<file path="config.mk">
export PLATFORM = sky130hd
export DESIGN_NAME = pe_col_drain
export DESIGN_NICKNAME = d
export VERILOG_FILES = /design/src/rtl/raven_pkg.sv /design/src/rtl/pe_sync_fifo.sv /design/src/rtl/pe_col_drain.sv
export SDC_FILE = /design/constraint.sdc
export NUM_CORES = 1
export LEC_CHECK = 0
export CORE_MARGIN = 3
export CORE_UTILIZATION = 51
export CTS_CLUSTER_DIAMETER = 150
export DETAILED_ROUTE_END_ITERATION = 8
export PLACE_DENSITY = 0.73
export SLEW_MARGIN = 5
export SYNTH_ARGS = -nofsm -noshare
export SYNTH_HDL_FRONTEND = slang
export SYNTH_SLANG_ARGS = --single-unit
</file>
<file path="constraint.sdc">
create_clock -name clk -period 4.4 [get_ports clk]
set_clock_uncertainty 0.05 [all_clocks]
set_input_delay 0.88 -clock clk [delete_from_list [all_inputs] [get_ports clk]]
set_output_delay 0.88 -clock clk [all_outputs]
set_load 0.05 [all_outputs]
</file>
<file path="src/rtl/raven_pkg.sv">
// Shared types and helpers for the systolic column drain logic.
package raven_pkg;

    // Operating mode of the column, sampled together with the start command.
    typedef enum logic [1:0] {
        GEMM = 2'b00,
        DIV  = 2'b01,
        EXP  = 2'b10,
        LOG  = 2'b11
    } gemm_uno_e;

    // Drain sequencer states.
    typedef enum logic [1:0] {
        S_IDLE = 2'b00,
        S_RUN  = 2'b01,
        S_CAP  = 2'b10
    } drain_state_e;

    // Default activation width used across the array.
    localparam int ACT_BW = 16;

    // Largest value representable in a signed word of the given width.
    function automatic longint sat_hi(input int bw);
        return (longint'(1) <<< (bw - 1)) - longint'(1);
    endfunction

    // Smallest value representable in a signed word of the given width.
    function automatic longint sat_lo(input int bw);
        return -(longint'(1) <<< (bw - 1));
    endfunction

    localparam longint ACT_SAT_HI = sat_hi(ACT_BW);
    localparam longint ACT_SAT_LO = sat_lo(ACT_BW);

endpackage

</file>
<file path="src/rtl/pe_sync_fifo.sv">
// Small synchronous FIFO with a registered head word. Push is accepted when
// the FIFO has room or when a pop frees a slot in the same cycle.
module pe_sync_fifo #(
    parameter int WIDTH = 16,
    parameter int DEPTH = 4
) (
    input  logic             clk,
    input  logic             rst_n,
    input  logic             push,
    input  logic [WIDTH-1:0] din,
    input  logic             pop,
    output logic [WIDTH-1:0] dout,
    output logic             full,
    output logic             empty
);

    localparam int PTR_BW = $clog2(DEPTH);
    localparam int CNT_BW = PTR_BW + 1;

    logic [WIDTH-1:0]  mem [DEPTH];
    logic [PTR_BW-1:0] wr_ptr;
    logic [PTR_BW-1:0] rd_ptr;
    logic [PTR_BW-1:0] rd_ptr_nxt;
    logic [CNT_BW-1:0] count;
    logic [CNT_BW-1:0] count_nxt;
    logic              pop_ok;
    logic              push_ok;

    assign full  = (count == CNT_BW'(DEPTH));
    assign empty = (count == '0);

    // Qualify push/pop and compute next read pointer and occupancy.
    always_comb begin
        pop_ok     = pop && !empty;
        push_ok    = push && (!full || pop_ok);
        rd_ptr_nxt = pop_ok ? rd_ptr + 1'b1 : rd_ptr;
        count_nxt  = count;
        if (push_ok && !pop_ok) begin
            count_nxt = count + 1'b1;
        end else if (!push_ok && pop_ok) begin
            count_nxt = count - 1'b1;
        end
    end

    // Storage, pointers and head register; the head bypasses storage when
    // the FIFO would otherwise be empty so a fresh word shows up next cycle.
    always_ff @(posedge clk or negedge rst_n) begin
        if (!rst_n) begin
            wr_ptr <= '0;
            rd_ptr <= '0;
            count  <= '0;
            dout   <= '0;
            for (int i = 0; i < DEPTH; i++) begin
                mem[i] <= '0;
            end
        end else begin
            if (push_ok) begin
                mem[wr_ptr] <= din;
                wr_ptr      <= wr_ptr + 1'b1;
            end
            rd_ptr <= rd_ptr_nxt;
            count  <= count_nxt;
            if (count_nxt != '0) begin
                if (count == {{(CNT_BW-1){1'b0}}, pop_ok}) begin
                    dout <= din;
                end else begin
                    dout <= mem[rd_ptr_nxt];
                end
            end
        end
    end

endmodule

</file>
<file path="src/rtl/pe_col_drain.sv">
// Drain stage below the bottom PE of a systolic column: runs a capture
// schedule, saturates/rounds the accumulator to the activation format and
// queues results on a valid/ready stream.
//
// state  | meaning
// S_IDLE | waiting for start_i
// S_RUN  | interval counter counting down to the next capture
// S_CAP  | one-cycle capture of acc_i into the FIFO
module pe_col_drain
    import raven_pkg::*;
#(
    parameter int INT_BW   = 5,
    parameter int FRA_BW   = 10,
    parameter int MUL_BW   = 16,
    parameter int ACC_BW   = 32,
    parameter int LEN_BW   = 10,
    parameter int REP_BW   = 8,
    parameter int ITER_LEN = 8,
    parameter int DEPTH    = 4
) (
    input  logic                     clk,
    input  logic                     rst_n,
    input  logic [1:0]               gemm_uno,
    input  logic                     start_i,
    input  logic [LEN_BW-1:0]        len_i,
    input  logic [REP_BW-1:0]        nrep_i,
    input  logic signed [ACC_BW-1:0] acc_i,
    input  logic                     clr_i,
    output logic signed [MUL_BW-1:0] out_o,
    output logic                     out_vld_o,
    input  logic                     out_rdy_i,
    output logic                     busy_o,
    output logic                     sat_o,
    output logic                     drop_o
);

    localparam logic signed [ACC_BW-1:0] SAT_HI = ACC_BW'(sat_hi(MUL_BW));
    localparam logic signed [ACC_BW-1:0] SAT_LO = ACC_BW'(sat_lo(MUL_BW));
    localparam logic [LEN_BW-1:0]        ITER_M1 = LEN_BW'(ITER_LEN - 1);

    drain_state_e              state;
    gemm_uno_e                 mode_q;
    logic [LEN_BW-1:0]         len_m1_q;
    logic [LEN_BW-1:0]         int_cnt;
    logic [REP_BW-1:0]         rep_cnt;
    logic [LEN_BW-1:0]         gemm_len_m1;
    logic [REP_BW-1:0]         nrep_m1;
    logic signed [ACC_BW-1:0]  acc_shift;
    logic [MUL_BW-1:0]         cnv;
    logic                      sat_now;
    logic                      cap;
    logic                      pop;
    logic                      fifo_full;
    logic                      fifo_empty;
    logic                      drop_now;
    logic [MUL_BW-1:0]         head;

    assign gemm_len_m1 = (len_i == '0) ? '0 : len_i - 1'b1;
    assign nrep_m1     = (nrep_i == '0) ? '0 : nrep_i - 1'b1;

    assign cap       = (state == S_CAP);
    assign busy_o    = (state != S_IDLE);
    assign out_vld_o = !fifo_empty;
    assign pop       = out_vld_o && out_rdy_i;
    assign drop_now  = cap && fifo_full && !pop;
    assign out_o     = head;

    // Saturate and truncate the Q.2F accumulator down to the Q.F activation.
    always_comb begin
        acc_shift = acc_i >>> FRA_BW;
        sat_now   = 1'b0;
        cnv       = acc_shift[MUL_BW-1:0];
        if (acc_shift > SAT_HI) begin
            cnv     = {1'b0, {(MUL_BW-1){1'b1}}};
            sat_now = 1'b1;
        end else if (acc_shift < SAT_LO) begin
            cnv     = {1'b1, {(MUL_BW-1){1'b0}}};
            sat_now = 1'b1;
        end
    end

    // Capture sequencer: interval countdown then a single capture cycle,
    // repeated until the repeat counter is exhausted.
    always_ff @(posedge clk or negedge rst_n) begin
        if (!rst_n) begin
            state    <= S_IDLE;
            mode_q   <= GEMM;
            len_m1_q <= '0;
            int_cnt  <= '0;
            rep_cnt  <= '0;
        end else begin
            case (state)
                S_IDLE: begin
                    if (start_i) begin
                        mode_q   <= gemm_uno_e'(gemm_uno);
                        len_m1_q <= gemm_len_m1;
                        int_cnt  <= (gemm_uno == GEMM) ? gemm_len_m1 : ITER_M1;
                        rep_cnt  <= nrep_m1;
                        state    <= S_RUN;
                    end
                end
                S_RUN: begin
                    if (int_cnt == '0) begin
                        state <= S_CAP;
                    end else begin
                        int_cnt <= int_cnt - 1'b1;
                    end
                end
                S_CAP: begin
                    if (rep_cnt == '0) begin
                        state <= S_IDLE;
                    end else begin
                        rep_cnt <= rep_cnt - 1'b1;
                        int_cnt <= (mode_q == GEMM) ? len_m1_q : ITER_M1;
                        state   <= S_RUN;
                    end
                end
                default: state <= S_IDLE;
            endcase
        end
    end

    // Sticky status: a new event in the clear cycle keeps the flag set.
    always_ff @(posedge clk or negedge rst_n) begin
        if (!rst_n) begin
            sat_o  <= 1'b0;
            drop_o <= 1'b0;
        end else begin
            if (cap && sat_now) begin
                sat_o <= 1'b1;
            end else if (clr_i) begin
                sat_o <= 1'b0;
            end
            if (drop_now) begin
                drop_o <= 1'b1;
            end else if (clr_i) begin
                drop_o <= 1'b0;
            end
        end
    end

    pe_sync_fifo #(
        .WIDTH (MUL_BW),
        .DEPTH (DEPTH)
    ) u_fifo (
        .clk   (clk),
        .rst_n (rst_n),
        .push  (cap),
        .din   (cnv),
        .pop   (pop),
        .dout  (head),
        .full  (fifo_full),
        .empty (fifo_empty)
    );

endmodule

</file>
; Word level (Yosys, flattened, before mapping)
; Cells that the tools add are included.
[classes]
n_lt_le_gt_ge = 5
reduce_logical = 33
bitwise_logic = 2
n_mux = 32
n_addsub = 8
eq_ne = 8
[ops]
columns = cell, n
row1 = $mux W16, 6
row2 = $bwmux W64, 1
row3 = $mux W10, 6
row4 = $bmux W16 S2, 1
row5 = $demux W16 S2, 1
row6 = $pmux W10 S3, 1
row7 = $mux W8, 3
row8 = $gt A22 B16 Y1 const B, 1
row9 = $lt A22 B16 Y1 const B, 1
row10 = $logic_not A10 Y1, 2
row11 = $sub A10 B1 Y10 const B, 2
row12 = $logic_not A8 Y1, 2
row13 = $pmux W8 S2, 1
row14 = $sub A8 B1 Y8 const B, 2
row15 = $logic_and A1 B1 Y1, 9
row16 = $ne A2 B2 Y1 const B, 4
row17 = $reduce_bool A2 Y1, 4
row18 = $ge A3 B3 Y1 const B, 2
row19 = $logic_not A2 Y1, 3
row20 = $mux W1, 6
row21 = $mux W2, 3
row22 = $mux W3, 2
row23 = $not A2 Y3, 2
row24 = $pmux W2 S3, 1
row25 = other kinds (15), 22
[totals]
inputBits = 57
wordCells = 103
output_inout_bits = 20
regBits = 121

; Depth between registers and ports, before layout
; Gate-level depths: netlist of the first run.
[depth]
depth_word = 11
mapped_depth = 11

; Modules after synthesis
; A second synthesis of the first run with hierarchy kept.
[unflattened]
cells_unflattened = 713
area_unflattened_um2 = 7218.2
[modules_own_cells]
columns = module, n_inst, cells_each, area_per_inst_um2, seq_area_each_um2
row1 = pe_sync_fifo, 1, 403, 4700.8, 2177.1
row2 = pe_col_drain, 1, 310, 2517.4, 850.8

; Least setup slack after synthesis of the first run
; Ideal clock, no wire load.
[synth_path]
path_type = input to register
start = input out_rdy_i
end = register u_fifo.dout[10]
path_stages = 6
t_arrival_ns = 2.294
setup_time_ns = 0.125
required_time_ns = 4.225
setup_slack_ns = 1.931
n_path_buf = 1
path_cell_list = or2b_4 > nand2_2 > or4_4 > a31oi_4 > buf_12 > mux2_4
[synth_between]
elab_chain_len = 9
word_cells_on_any_way = 18
classes_between = eq/ne (1) / mux (7) / bitwise (1) / reduce/logical (9)
[synth_rtl]
columns = item, line_no
row1 = from (decl), pe_col_drain.sv:31  ; input logic out_rdy_i,
row2 = $logic_and A1 B1 Y1 (*), pe_col_drain.sv:64  ; assign pop = out_vld_o && out_rdy_i;
row3 = $logic_and A1 B1 Y1 (*), pe_sync_fifo.sv:34  ; pop_ok = pop && !empty;
row4 = "parallel branches: the longest is 7 deep, another holds $bmux W16 S2", --
row5 = to (signal assigned), pe_sync_fifo.sv:65  ; dout <= din;
row6 = to (signal assigned), pe_sync_fifo.sv:67  ; dout <= mem[rd_ptr_nxt];
row7 = to (decl), pe_sync_fifo.sv:12  ; output logic [WIDTH-1:0] dout,
; Every way passes the cells marked *. The select of a mux whose other input is x is not followed.
; A chain may end at the register's enable or synchronous reset.

; Final worst setup path of the first run
[layout_path]
start = register u_fifo.count[0]
end = output out_vld_o
[layout_between]
elab_chain_len = 2
[layout_rtl]
columns = item, line_no
row1 = from (decl), pe_sync_fifo.sv:24  ; logic [CNT_BW-1:0] count;
row2 = from (signal assigned), pe_sync_fifo.sv:62  ; count <= count_nxt;
row3 = $logic_not A3 Y1, pe_sync_fifo.sv:30  ; assign empty = (count == '0);
row4 = $logic_not A1 Y1, pe_col_drain.sv:63  ; assign out_vld_o = !fifo_empty;
row5 = to (decl), pe_col_drain.sv:30  ; output logic out_vld_o,
; No other way between the ends.

==> results.cfg, run 1 <==
[status]
status = finished clean

[detailed_routing]
drtPass1Iterations = 5
wl_um = 18090
vias_per_cell = 6.127
drc = 0
vias = 6145
postRouteAntennaNets = 0
routedWlPerCell_um = 18.04
drtIter0Drc = 536

[yosys]
async_flop_share_pct = 100.0
ys_seq_area_share_pct = 41.62
synthFlopType = dfrtp_1
syn_area_um2 = 7276
yosys_warnings = 0
synth_nets = 850
ys_seq_elements = 121
synth_edf_count = 0
avgSynthCellArea_um2 = 9.400
ys_types = 71
synthCells = 774

[clock_network]
clock_latency_ns = 0.42
clockBufferDepth = 2
cts_tree = done
clock-root-buffer = clkbuf_16
numCtsBuffers = 17
holdBufCountCts = 0
htree_levels = 4
cts_resized = 0
path_clk_slew_ns = 0.05
post_cts_buffers = 0
clock-sinks = 121

[global_route]
track_usage_pct = 23.55
grt_max_degree = 122
grt_pass1_wl_um = 30120
grt_pass1_vias = 6130
grt.overflow.total = 0
antenna_found_initial = 0

[floorplanning]
core-area_um2 = 13930
dieWidth_um = 125.4
die_h_um = 125.4
num_io_pins = 77
die_area_um2 = 15740
fp-row-count = 43
initial_core_util_pct = 52.21

[power]
p_per_area_nw_per_um2 = 673.3
total_power_mw = 5.717
p_leak_nw = 3.582
ir_drop_mv = 0.4206

[cells_and_area]
antennaDiodeCount = 0
final_area_um2 = 8491
nNetsFinal = 889
drive_above_1_share_pct = 11.18
area_delta_synth_final_pct = 16.70

[flow_run]
maxCapViolations = 0

[timing]
grt_setup_unrepaired = false
worst_pin_slew_ns = 1.021
relSlewSlack_pct = 31.74
setup_violations = 0
min_period_ns = 3.595
finalCritPeriodShare_pct = 81.71
hold_viol = 0
tns_ns = 0
max_freq_ghz = 0.2782
drv_slew = 0

[place]
dpl_cell_area_um2 = 7975
place_congestion = 0.8270
portBuffers = 66
dp_hpwl_um = 12170

[worst_setup_path]
setup.worst_path.end = out_vld_o
critPathKind = flip-flop to primary output
reg2reg_depth = 8
cp-start-kind = flip-flop
timing.rr.start = u_fifo.count[0]
crit_start = u_fifo.count[0]
r2r-end = u_fifo.dout[15]
worstPathArrival_ns = 2.67
r2r_slack_ns = 1.37
cp_max_fo = 22
cp_data_required_time_ns = 3.47
cp-end-kind = primary output

[hold_path]
min_path_type = flip-flop to flip-flop
==> area by class of cell <==
cell class                      instances  area (um^2)
Fill cell                            1153         5444
Multi-Input combinational cell        574         3886
Sequential cell                       121         3029
Timing Repair Buffer                   76        745.7
Clock buffer                           25        495.5
Tap cell                              180        225.2
Inverter                               23        88.84
Clock inverter                          4        20.02
==> report_power, final <==
group | switching, mW | internal [mW]
Sequential | 0.304 | 1.52
Clock | 0.462 | 0.763
Combinational | 1.58 | 1.08
Total | 2.35 | 3.37
==> routing by layer <==
layer / track usage (%) / up-vias / wire [um]
met1: 29.02 / 2989 / 7437
met4: 8.801 / 0 / 342
met5: 0 / - / 0
met3: 4.314 / 28 / 1007
met2: 41.16 / 185 / 9305
li1: - / 2943 / -
==> synth_stat cells, types with 4 or more instances <==
cell	count	share of area [%]
dfrtp_1	121	42
nand2_1	114	5.9
o21ai_0	79	5.4
clkbuf_1	39	2.0
mux2_2	30	4.6
nand3_1	28	1.9
a22oi_1	22	2.3
inv_1	22	1.1
nor2_1	20	1.0
ha_1	19	3.3
nand2b_1	19	1.6
nor3_1	18	1.2
nor4b_1	17	2.0
o221ai_1	17	2.0
a311oi_1	16	1.9
nand4_1	16	1.4
o2bb2ai_1	16	1.9
xnor2_1	11	1.3
xor2_1	11	1.3
buf_2	10	0.69
mux2_4	10	2.1
a21oi_1	9	0.62
nor2b_1	8	0.69
o31ai_1	7	0.72
a21o_1	5	0.52
mux2i_1	5	0.69
nor4_1	5	0.43
o211ai_1	5	0.52
and2_1	4	0.34
nand3b_1	4	0.41
o22ai_1	4	0.34
==> worst max-delay path, stage by stage, from the launching register on <==
cell	delay, ns
dfrtp_1	0.45
inv_1	0.14
ha_1	0.31
nor2b_1	0.21
inv_4	0.26
clkdlybuf4s50_1	0.86
==> placed cells by master, fill, tap and decap left out, types with 3 or more instances in the layout <==
cell type	n
dfrtp_1	120
nand2_1	114
o21ai_0	79
clkdlybuf4s50_1	65
mux2_2	30
nand3_1	28
inv_1	22
a22oi_1	22
nor2_1	20
nand2b_1	19
ha_1	19
nor3_1	18
nor4b_1	17
o221ai_1	17
clkbuf_16	17
o2bb2ai_1	16
a311oi_1	16
nand4_1	16
xnor2_1	11
xor2_1	11
mux2_4	10
buf_4	10
a21oi_1	9
nor2b_1	8
o31ai_1	7
o211ai_1	5
nor4_1	5
mux2i_1	5
a21o_1	5
and2_1	4
o22ai_1	4
nand3b_1	4
clkinv_2	4
clkbuf_8	4
clkbuf_1	4
o21ai_1	3
or3_1	3
or2_2	3
and4_1	3
==> cell families after synthesis <==
group | count (synthesis) | share of synthesized area [%]
DFF | 121 | 41.62
adders and majority gates | 20 | 3.405
muxes | 45 | 7.395
xor gates and xnor gates | 22 | 2.648
buffers and inverters | 79 | 4.970
AOI/OAI and AO/OA | 210 | 20.22
and+or+nand+nor | 277 | 19.74
==> per-stage QoR <==
| stage | setup WS [ns] | utilization, % | std cells | hold slack [ns] |
|---|---|---|---|---|
| after global placement | 0.9083 | 57.23 | 974 | 0.4057 |
| after detailed placement | 0.8161 | 57.23 | 974 | 0.4128 |
| after floorplan | 1.931 | - | 774 | 0.3918 |
| after global routing | 0.6679 | 60.93 | 1003 | 0.4440 |
| final | 0.8048 | 60.93 | 1003 | 0.4206 |
| after CTS | 0.8169 | 60.93 | 1003 | 0.4235 |
==> registers in the layout (all words and copies together) (netlist names) <==
name / count
u_fifo.mem: 64
rep_cnt: 8
mode_q: 2
sat_o: 1
u_fifo.rd_ptr: 2
len_m1_q: 10
u_fifo.dout: 16
int_cnt: 10
u_fifo.wr_ptr: 2
state: 2
u_fifo.count: 3
drop_o: 1
==> how the worst min path moves through the flow <==
stage | start | to | cells past startpoint
floorplan | len_m1_q[7] | len_m1_q[7] | 2
global placement | u_fifo.mem[14] | u_fifo.mem[14] | 2
detailed placement | len_m1_q[0] | len_m1_q[0] | 2
CTS | len_m1_q[0] | len_m1_q[0] | 2
global route | len_m1_q[2] | len_m1_q[2] | 2
finish | len_m1_q[0] | len_m1_q[0] | 2
(Power assumes the default switching activity.)
==> inputs of run 2 (changes only) <==
==> constraint.sdc (replaced) <==
create_clock -name clk -period 3.6 [get_ports clk]
set_clock_uncertainty 0.05 [all_clocks]
set_input_delay 0.72 -clock clk [delete_from_list [all_inputs] [get_ports clk]]
set_output_delay 0.72 -clock clk [all_outputs]
set_load 0.05 [all_outputs]
==> run 2 against run 1 <==
  * Sequential power grew 25%
  * Register-to-register slack got worse by 0.60 ns
  * Global-route usage rose by 0.24 points
  * Die area is the same
  * First-iteration DRC count fell by 0.93%
  * Design area up 1.3%
  * Total power is 24% higher
  * Combinational power up 21%
  * Critical path depth up 1
  * Core utilization is 0.80 points higher
==> results.cfg, run 2 (same netlist as run 1, synthesis figures left out) <==
[status]
status = finished clean

[worst_setup_path]
cpMostUsedCell = buf_4
reg2reg_depth = 9
timing.rr.start = u_fifo.count[0]
critPathKind = flip-flop to primary output
cp_max_fo = 19
cp_data_required_time_ns = 2.83
crit_chain = inv_1 -> ha_1 -> nor2b_1 -> inv_4 -> buf_4 -> buf_4
slowest_delay_ns = 0.44
cp-end-kind = primary output
worstPathArrival_ns = 2.25
path_buf_inv = 4
critical-path-slowest-cell = dfrtp_1
crit_start = u_fifo.count[0]
cp-start-kind = flip-flop
r2r-end = u_fifo.dout[15]
r2r_slack_ns = 0.77
crit_family = buffers and inverters

[timing]
drv_slew = 0
finalCritPeriodShare_pct = 83.85
max_freq_ghz = 0.3313
grt_setup_unrepaired = false
tns_ns = 0
setup_violations = 0
worst_pin_slew_ns = 0.8376
relSlewSlack_pct = 44.00
hold_viol = 0
min_period_ns = 3.019

[power]
seq_power_share_pct = 32.3
total_power_mw = 7.085
ir_drop_mv = 0.4333
combPwrFrac_pct = 45.6
clkPwrFrac_pct = 22.1
p_int_mw = 4.205
sw_frac_of_total_pct = 40.65
netSwitchingPower_mw = 2.880
p_leak_nw = 3.646
p_per_area_nw_per_um2 = 823.6

[detailed_routing]
drtPass1Iterations = 5
wl_um = 18240
drc = 0
postRouteAntennaNets = 0
vias = 6210
wl_met2_um = 9077
drtIter0Drc = 531
vias_per_cell = 6.112
m1WireLength_um = 7579
wl_met3_um = 1261
topRoutingLayerUsed = met4
routedWlPerCell_um = 17.95

[floorplanning]
fp-row-count = 43
die_h_um = 125.4
num_io_pins = 77
core-area_um2 = 13930
die_area_um2 = 15740
initial_core_util_pct = 52.21
dieWidth_um = 125.4

[global_route]
grt_max_degree = 101
antenna_found_initial = 0
grt_pass1_vias = 6278
grt.overflow.total = 0
grt_pass1_wl_um = 30680
track_usage_pct = 23.80

[clock_network]
post_cts_buffers = 0
numCtsBuffers = 17
clock_latency_ns = 0.41
clock-root-buffer = clkbuf_16
holdBufCountCts = 0
cts_tree = done
cts_resized = 0
clock-sinks = 121
clockBufferDepth = 2
htree_levels = 4
path_clk_slew_ns = 0.05

[place]
dp.cells = 984
place_congestion = 0.8109
portBuffers = 66
dp_hpwl_um = 12390

[flow_run]
maxCapViolations = 0

[cells_and_area]
area_delta_synth_final_pct = 18.23
antennaDiodeCount = 0
nNetsFinal = 899
largest_reg_flops = 64
stdcell_count = 1016
top_register = u_fifo.mem
final_util_pct = 61.73
layout_common_cells = dfrtp_1, nand2_1, o21ai_0
final_common_cell = dfrtp_1
drive_above_1_share_pct = 12.68
top_regs = u_fifo.mem (64), u_fifo.dout (16)

[hold_path]
min_path_type = input pin to asynchronous set/reset pin
run 2: cell types whose count changed in the layout (fill, tap and decap cells not counted), sizes merged:
cell and change:
buf +11, clkbuf -2, clkdlybuf4s50 -1, clkinv +4, bufinv +1
run 2: how the worst max path moves through the flow:
| stage | cells after the start | slack [ns] | end |
|---|---|---|---|
| 6_report | 6 | 0.58 | out_vld_o |
| 5_1_grt | 6 | 0.43 | out_vld_o |
| 4_1_cts | 6 | 0.56 | out_vld_o |
| 3_5_place_dp | 7 | 0.45 | u_fifo.dout[0] |
| 3_3_place_gp | 7 | 0.48 | u_fifo.dout[4] |
| 2_1_floorplan | 8 | 1.25 | u_fifo.dout[10] |
run 2: metal layers:
metal / GRT usage [%] / vias to the layer above
met2: 40.87 / 233
li1: - / 2969
met5: 0 / -
met4: 8.610 / 0
met3: 4.784 / 29
met1: 29.77 / 2979
run 2: final cells by class:
type                    instances  area (um^2)
clock inverters                 9        73.82
clock buffers                  23        467.9
flip-flops and latches        121         3029
well taps                     180        225.2
fillers                      1184         5333
multi-input cells             574         3886
repair buffers                 86        830.8
inverters                      23        88.84
run 2: stage by stage:
| stage | instance area, um^2 | setup slack, ns | hold WS [ns] |
|---|---|---|---|
| 3_5_place_dp | 8060 | 0.4468 | 0.4129 |
| 2_1_floorplan | 7276 | 1.251 | 0.3744 |
| 3_3_place_gp | 8060 | 0.4771 | 0.4040 |
| 6_report | 8602 | 0.5814 | 0.1545 |
| 4_1_cts | 8602 | 0.5579 | 0.1591 |
| 5_1_grt | 8602 | 0.4330 | 0.1718 |
run 2: power by group through the flow:
stage               Sequential (mW)  Combinational [mW]  Clock (mW)
floorplan                      2.33                2.34           0
global route                   2.36                3.56        1.66
CTS                            2.28                3.23        1.58
finish                         2.29                3.23        1.56
global placement               2.26                3.12           0
detailed placement             2.30                3.22           0
